### config.mk
export PLATFORM = sky130hd
export DESIGN_NAME = mem_access_stage
export DESIGN_NICKNAME = d
export VERILOG_FILES = /design/src/rtl/pipeline_pkg.sv /design/src/rtl/mem_timeout_ctr.sv /design/src/rtl/mem_access_stage.sv
export SDC_FILE = /design/constraint.sdc
export NUM_CORES = 1
export LEC_CHECK = 0
export ABC_AREA = 1
export BUFFER_PORTS_ARGS = -buffer_cell sky130_fd_sc_hd__buf_2
export CORE_ASPECT_RATIO = 1.5
export CORE_MARGIN = 4
export CORE_UTILIZATION = 47
export DETAILED_ROUTE_END_ITERATION = 8
export GPL_TIMING_DRIVEN = 0
export PLACE_DENSITY_LB_ADDON = 0.12
export REMOVE_ABC_BUFFERS = 1
export SETUP_SLACK_MARGIN = 0.15
export SYNTH_ARGS = -nofsm -noshare
export SYNTH_HDL_FRONTEND = slang
export SYNTH_SLANG_ARGS = --single-unit
### constraint.sdc
create_clock -name clk -period 1.95 [get_ports clk]
set_input_delay 0.195 -clock clk [delete_from_list [all_inputs] [get_ports clk]]
set_output_delay 0.195 -clock clk [all_outputs]
set_load 0.05 [all_outputs]
### src/rtl/pipeline_pkg.sv
// Shared types and widths for the pipeline memory stage.
// Holds the MEM-stage FSM encoding and the word-alignment helper.
package pipeline_pkg;

    localparam int DATA_W     = 32;
    localparam int REG_ADDR_W = 5;

    typedef enum logic {
        IDLE     = 1'b0,
        WAIT_ACK = 1'b1
    } state_t;

    function automatic logic word_aligned(input logic [DATA_W-1:0] addr);
        return addr[1:0] == 2'b00;
    endfunction

endpackage

### src/rtl/mem_timeout_ctr.sv
// Cycle counter bounding how long the memory stage waits for dmem_ack.
// done fires in the counting cycle whose increment reaches TIMEOUT_CYCLES.
module mem_timeout_ctr #(
    parameter int TIMEOUT_CYCLES = 16
) (
    input  logic clk,
    input  logic rst_n,
    input  logic clr,
    input  logic en,
    output logic done
);

    localparam int CNT_W = $clog2(TIMEOUT_CYCLES + 1);
    localparam logic [CNT_W-1:0] LAST = CNT_W'(TIMEOUT_CYCLES - 1);

    logic [CNT_W-1:0] count;

    always_ff @(posedge clk) begin
        if (!rst_n) begin
            count <= '0;
        end else if (clr) begin
            count <= '0;
        end else if (en) begin
            count <= count + 1'b1;
        end
    end

    assign done = en && (count == LAST);

endmodule

### src/rtl/mem_access_stage.sv
// MEM pipeline stage: issues data-memory requests, waits for ack with a
// timeout, and produces the MEM/WB register outputs.
import pipeline_pkg::*;

module mem_access_stage #(
    parameter int TIMEOUT_CYCLES = 16
) (
    input  logic                  clk,
    input  logic                  rst_n,
    input  logic                  in_valid,
    input  logic                  mem_write_en,
    input  logic                  mem_to_reg,
    input  logic                  reg_write,
    input  logic [DATA_W-1:0]     alu_result,
    input  logic [DATA_W-1:0]     read_data_2,
    input  logic [REG_ADDR_W-1:0] rd_num,
    output logic                  stall,
    output logic                  dmem_req,
    output logic                  dmem_we,
    output logic [DATA_W-1:0]     dmem_addr,
    output logic [DATA_W-1:0]     dmem_wdata,
    input  logic [DATA_W-1:0]     dmem_rdata,
    input  logic                  dmem_ack,
    output logic                  wb_valid,
    output logic                  reg_write_out,
    output logic [REG_ADDR_W-1:0] rd_num_out,
    output logic [DATA_W-1:0]     wb_data,
    output logic                  mem_err
);

    state_t state, state_nxt;

    logic mem_op, is_store, aligned, start_req;
    logic to_clr, to_en, to_done;

    // Instruction fields held for the duration of an outstanding request
    logic [REG_ADDR_W-1:0] rd_num_p1;
    logic                  reg_write_p1;
    logic                  store_p1;

    assign mem_op   = in_valid && (mem_to_reg || mem_write_en);
    assign is_store = mem_write_en;
    assign aligned  = word_aligned(alu_result);

    assign to_clr = (state == IDLE);
    assign to_en  = (state == WAIT_ACK) && !dmem_ack;

    mem_timeout_ctr #(
        .TIMEOUT_CYCLES(TIMEOUT_CYCLES)
    ) u_timeout (
        .clk  (clk),
        .rst_n(rst_n),
        .clr  (to_clr),
        .en   (to_en),
        .done (to_done)
    );

    always_ff @(posedge clk) begin
        if (!rst_n) begin
            state <= IDLE;
        end else begin
            state <= state_nxt;
        end
    end

    always_comb begin
        state_nxt = state;
        case (state)
            IDLE:     if (mem_op && aligned)   state_nxt = WAIT_ACK;
            WAIT_ACK: if (dmem_ack || to_done) state_nxt = IDLE;
        endcase
    end

    always_comb begin
        stall     = 1'b0;
        start_req = 1'b0;
        if (rst_n) begin
            case (state)
                IDLE: begin
                    if (mem_op && aligned) begin
                        stall     = 1'b1;
                        start_req = 1'b1;
                    end
                end
                WAIT_ACK: stall = !dmem_ack && !to_done;
            endcase
        end
    end

    // MEM/WB register and memory request register
    always_ff @(posedge clk) begin
        if (!rst_n) begin
            dmem_req      <= 1'b0;
            dmem_we       <= 1'b0;
            dmem_addr     <= '0;
            dmem_wdata    <= '0;
            wb_valid      <= 1'b0;
            reg_write_out <= 1'b0;
            rd_num_out    <= '0;
            wb_data       <= '0;
            mem_err       <= 1'b0;
            rd_num_p1     <= '0;
            reg_write_p1  <= 1'b0;
            store_p1      <= 1'b0;
        end else begin
            case (state)
                IDLE: begin
                    wb_valid      <= in_valid && !start_req;
                    mem_err       <= mem_op && !aligned;
                    wb_data       <= alu_result;
                    rd_num_out    <= rd_num;
                    reg_write_out <= in_valid && !mem_op && reg_write && (rd_num != '0);
                    if (start_req) begin
                        dmem_req     <= 1'b1;
                        dmem_we      <= is_store;
                        dmem_addr    <= alu_result;
                        dmem_wdata   <= read_data_2;
                        rd_num_p1    <= rd_num;
                        reg_write_p1 <= reg_write;
                        store_p1     <= is_store;
                    end
                end
                WAIT_ACK: begin
                    if (dmem_ack) begin
                        dmem_req      <= 1'b0;
                        dmem_we       <= 1'b0;
                        wb_valid      <= 1'b1;
                        mem_err       <= 1'b0;
                        wb_data       <= store_p1 ? '0 : dmem_rdata;
                        rd_num_out    <= rd_num_p1;
                        reg_write_out <= !store_p1 && reg_write_p1 && (rd_num_p1 != '0);
                    end else if (to_done) begin
                        dmem_req      <= 1'b0;
                        dmem_we       <= 1'b0;
                        wb_valid      <= 1'b1;
                        mem_err       <= 1'b1;
                        wb_data       <= '0;
                        rd_num_out    <= rd_num_p1;
                        reg_write_out <= 1'b0;
                    end else begin
                        wb_valid      <= 1'b0;
                        mem_err       <= 1'b0;
                        reg_write_out <= 1'b0;
                    end
                end
            endcase
        end
    end

endmodule

==> run metrics <==
Hold Path Class=in2reg; Worst Path Required=1750 ps; Worst Hold Slack=18.4 ps; CP endpoint=stall; Residual DRC=0; CTS Root Cell=clkbuf_16; final period utilization=0.941; Max-cap violations=0; CP startpoint kind=flip-flop; layout cells sized above 1=0.343; CP bufs+invs=2; GRT Resource Usage Total=0.266; CP max stage delay=340 ps; CP Data Arrival Time=1640 ps; placed cell count=925; vias per std cell=5.11; combinational group share of total power=0.146; Psw=1.71 mW; CP max FO=3; Port Buffers=214; CP max-delay cell=dfxtp_2; drt total wl=15800 um; Die H=130 um; final hold viol count=0; status=finished clean; Detail Placement HPWL=8610 um; critical path class=reg2out; Mapped Area=4650 um2; Stages on worst setup path=8; RSZ-0062 raised after global routing=true; vias post-DR=5004; Nets=965; largest net degree at the start of global routing=114; Clock Power Share=0.445; CTS Sinks=119; Final setup viols=0; leakage=3.31 nW; first-pass GRT wire length=23300 um; flop-to-flop setup slack=180 ps; Clock Latency Late Sink=410 ps; headroom to the max-slew limit=0.422; Netlist cell types=21; CP cell instances=ha_4 > inv_4 > nor3_4 > ha_4 > nor2_4 > nand2_2 > nand2_2 > buf_8; synthesized flop and latch total=119; final std cells w/o fill=979; switching fraction of total power=0.271; Worst setup EP type=output pin; number of global-route vias before repair=4663; Pint=4.59 mW; antenna violations before repair=0; power per cell area=944 nW/um2; ANT cells=0; R2R Path End=wb_data[2]$_SDFFE_PN0P_; fmax=545 MHz; row count=44; Die ar.=11600 um2; Ys Warns=0; maximum VDD drop=0.672 mV; Worst setup startpoint=u_timeout.count[0]$_SDFFE_PN0N_; Worst-Margin Slew=866 ps; Post-Syn Instances=635; Layout area overhead=43.7%; wire per inst=16.1 um; CTS tree=done; Seq/Total Area, Yosys=0.513; drt first pass iters=5; TritonCTS buffer count=17; GPL Wtd Cong=0.810; Die Wd=89.2 um; Crit path max-delay family=adder cells; Final ANT Viol Nets=0; reg-to-reg startpoint=u_timeout.count[0]$_SDFFE_PN0N_; H-tree depth=4; Core Footprint=9690 um2; FF-to-FF path depth=11; clock transition at the registers of the reported paths=50 ps; Post-CTS Hold Buffers=0; Max Slew Vio Count=0; Setup Skew=7.39 ps; proportion of power drawn by flip-flops and latches=0.409; Starting Density=0.479; clock buffer depth=2; mean area per synthesized cell=7.32 um2; grt ovf=0; Ports=215; initial DRC count=272; Final min period=1830 ps; Layout fillers=827
## repair_timing
item	in CTS	in global routing
setup endpoints to repair	112	88
resized for setup	30	33
cloned	8	2
setup buffers	9	7
pin swaps	8	17
## how the worst min path moves through the flow
stage | startpoint | to | depth (start not counted) | slack (ps)
floorplan | rst_n | dmem_addr[0]$_SDFFE_PN0P_ | 2 | 320
finish | dmem_rdata[17] | wb_data[17]$_SDFFE_PN0P_ | 3 | 20
global placement | dmem_addr[1]$_SDFFE_PN0P_ | dmem_addr[1]$_SDFFE_PN0P_ | 2 | 420
CTS | dmem_rdata[17] | wb_data[17]$_SDFFE_PN0P_ | 3 | 10
detailed placement | dmem_addr[1]$_SDFFE_PN0P_ | dmem_addr[1]$_SDFFE_PN0P_ | 2 | 430
global route | dmem_rdata[21] | wb_data[21]$_SDFFE_PN0P_ | 3 | 20
## Yosys cell counts, drive strengths merged
| cell | instances | area (um2) |
|---|---|---|
| nand4 | 1 | 6.26 |
| nand2 | 95 | 362 |
| o21ai | 115 | 576 |
| nor3 | 4 | 20.0 |
| clkbuf | 17 | 63.8 |
| buf | 23 | 159 |
| dfxtp | 119 | 2380 |
| o31ai | 1 | 7.51 |
| inv | 19 | 73.8 |
| a21oi | 36 | 180 |
| nor2 | 197 | 754 |
| o22ai | 1 | 6.26 |
| ha | 2 | 25.0 |
| nand3 | 5 | 30.0 |
## kinds of logic after synthesis
kind of cell             after synthesis  synth area share
AO/OA/AOI/OAI                        153             0.166
buffers and inverters                 59            0.0638
flip-flops                           119             0.513
adder cells (fa/ha/maj)                2           0.00539
AND/OR/NAND/NOR                      302             0.252
## per-stage QoR
step / instance area, um2 / total power, mW / setup TNS [ps] / worst slack, ps / utilization
2_1_floorplan: 4420 / 3.19 / -249 / -85.4 / -
3_3_place_gp: 5640 / 3.47 / -118800 / -1490 / 0.582
3_5_place_dp: 5660 / 3.48 / -68240 / -790 / 0.584
4_1_cts: 6470 / 6.31 / 0 / 55.3 / 0.668
5_1_grt: 6680 / 6.54 / 0 / 41.3 / 0.689
6_report: 6680 / 6.31 / 0 / 115 / 0.689
## cell type report
type / instances / area (um2) / share of cell area
sequential: 119 / 2390 / 0.358
multi-input combinational: 466 / 2240 / 0.335
timing repair buffer: 231 / 1270 / 0.190
clock buffer: 25 / 515 / 0.0772
tap: 115 / 144 / 0.0215
inverter: 19 / 93.8 / 0.0141
clock inverter: 3 / 17.5 / 0.00262
timing repair inverter: 1 / 8.76 / 0.00131
## cell usage in the layout (no fill, tap or decap), drive strengths merged
master and count:
buf 230, nor2 198, dfxtp 119, o21ai 115, nand2 103, a21oi 36, clkbuf 26, inv 19
nand3 5, nor3 4, clkinvlp 2, ha 2, clkinv 2, o22ai 1, nand4 1, o31ai 1
## flip-flops by register name (all words and copies together), names as in the netlist, 5 cells and up
register	count
rd_num_out	5
wb_data	32
dmem_wdata	32
u_timeout.count	5
rd_num_p1	5
dmem_addr	32
## layer usage
| metal | global-route usage | share of wire |
|---|---|---|
| met4 | 0.121 | 0.033 |
| met3 | 0.0701 | 0.074 |
| met1 | 0.295 | 0.37 |
| met2 | 0.465 | 0.52 |
| met5 | 0 | 0 |
## worst min-delay path: stages
cell     delay, ps
buf_2           80
a21oi_1         50
nor2_1          60
## power by group through the flow
stage / clock network, mW / registers [mW] / logic [mW]
after CTS: 2.84 / 2.58 / 0.896
after global placement: 0 / 2.63 / 0.843
after global routing: 2.96 / 2.59 / 0.995
after detailed placement: 0 / 2.63 / 0.852
after floorplan: 0 / 2.96 / 0.228
final: 2.80 / 2.58 / 0.920
Note: power is estimated with default switching activity, not from simulation.
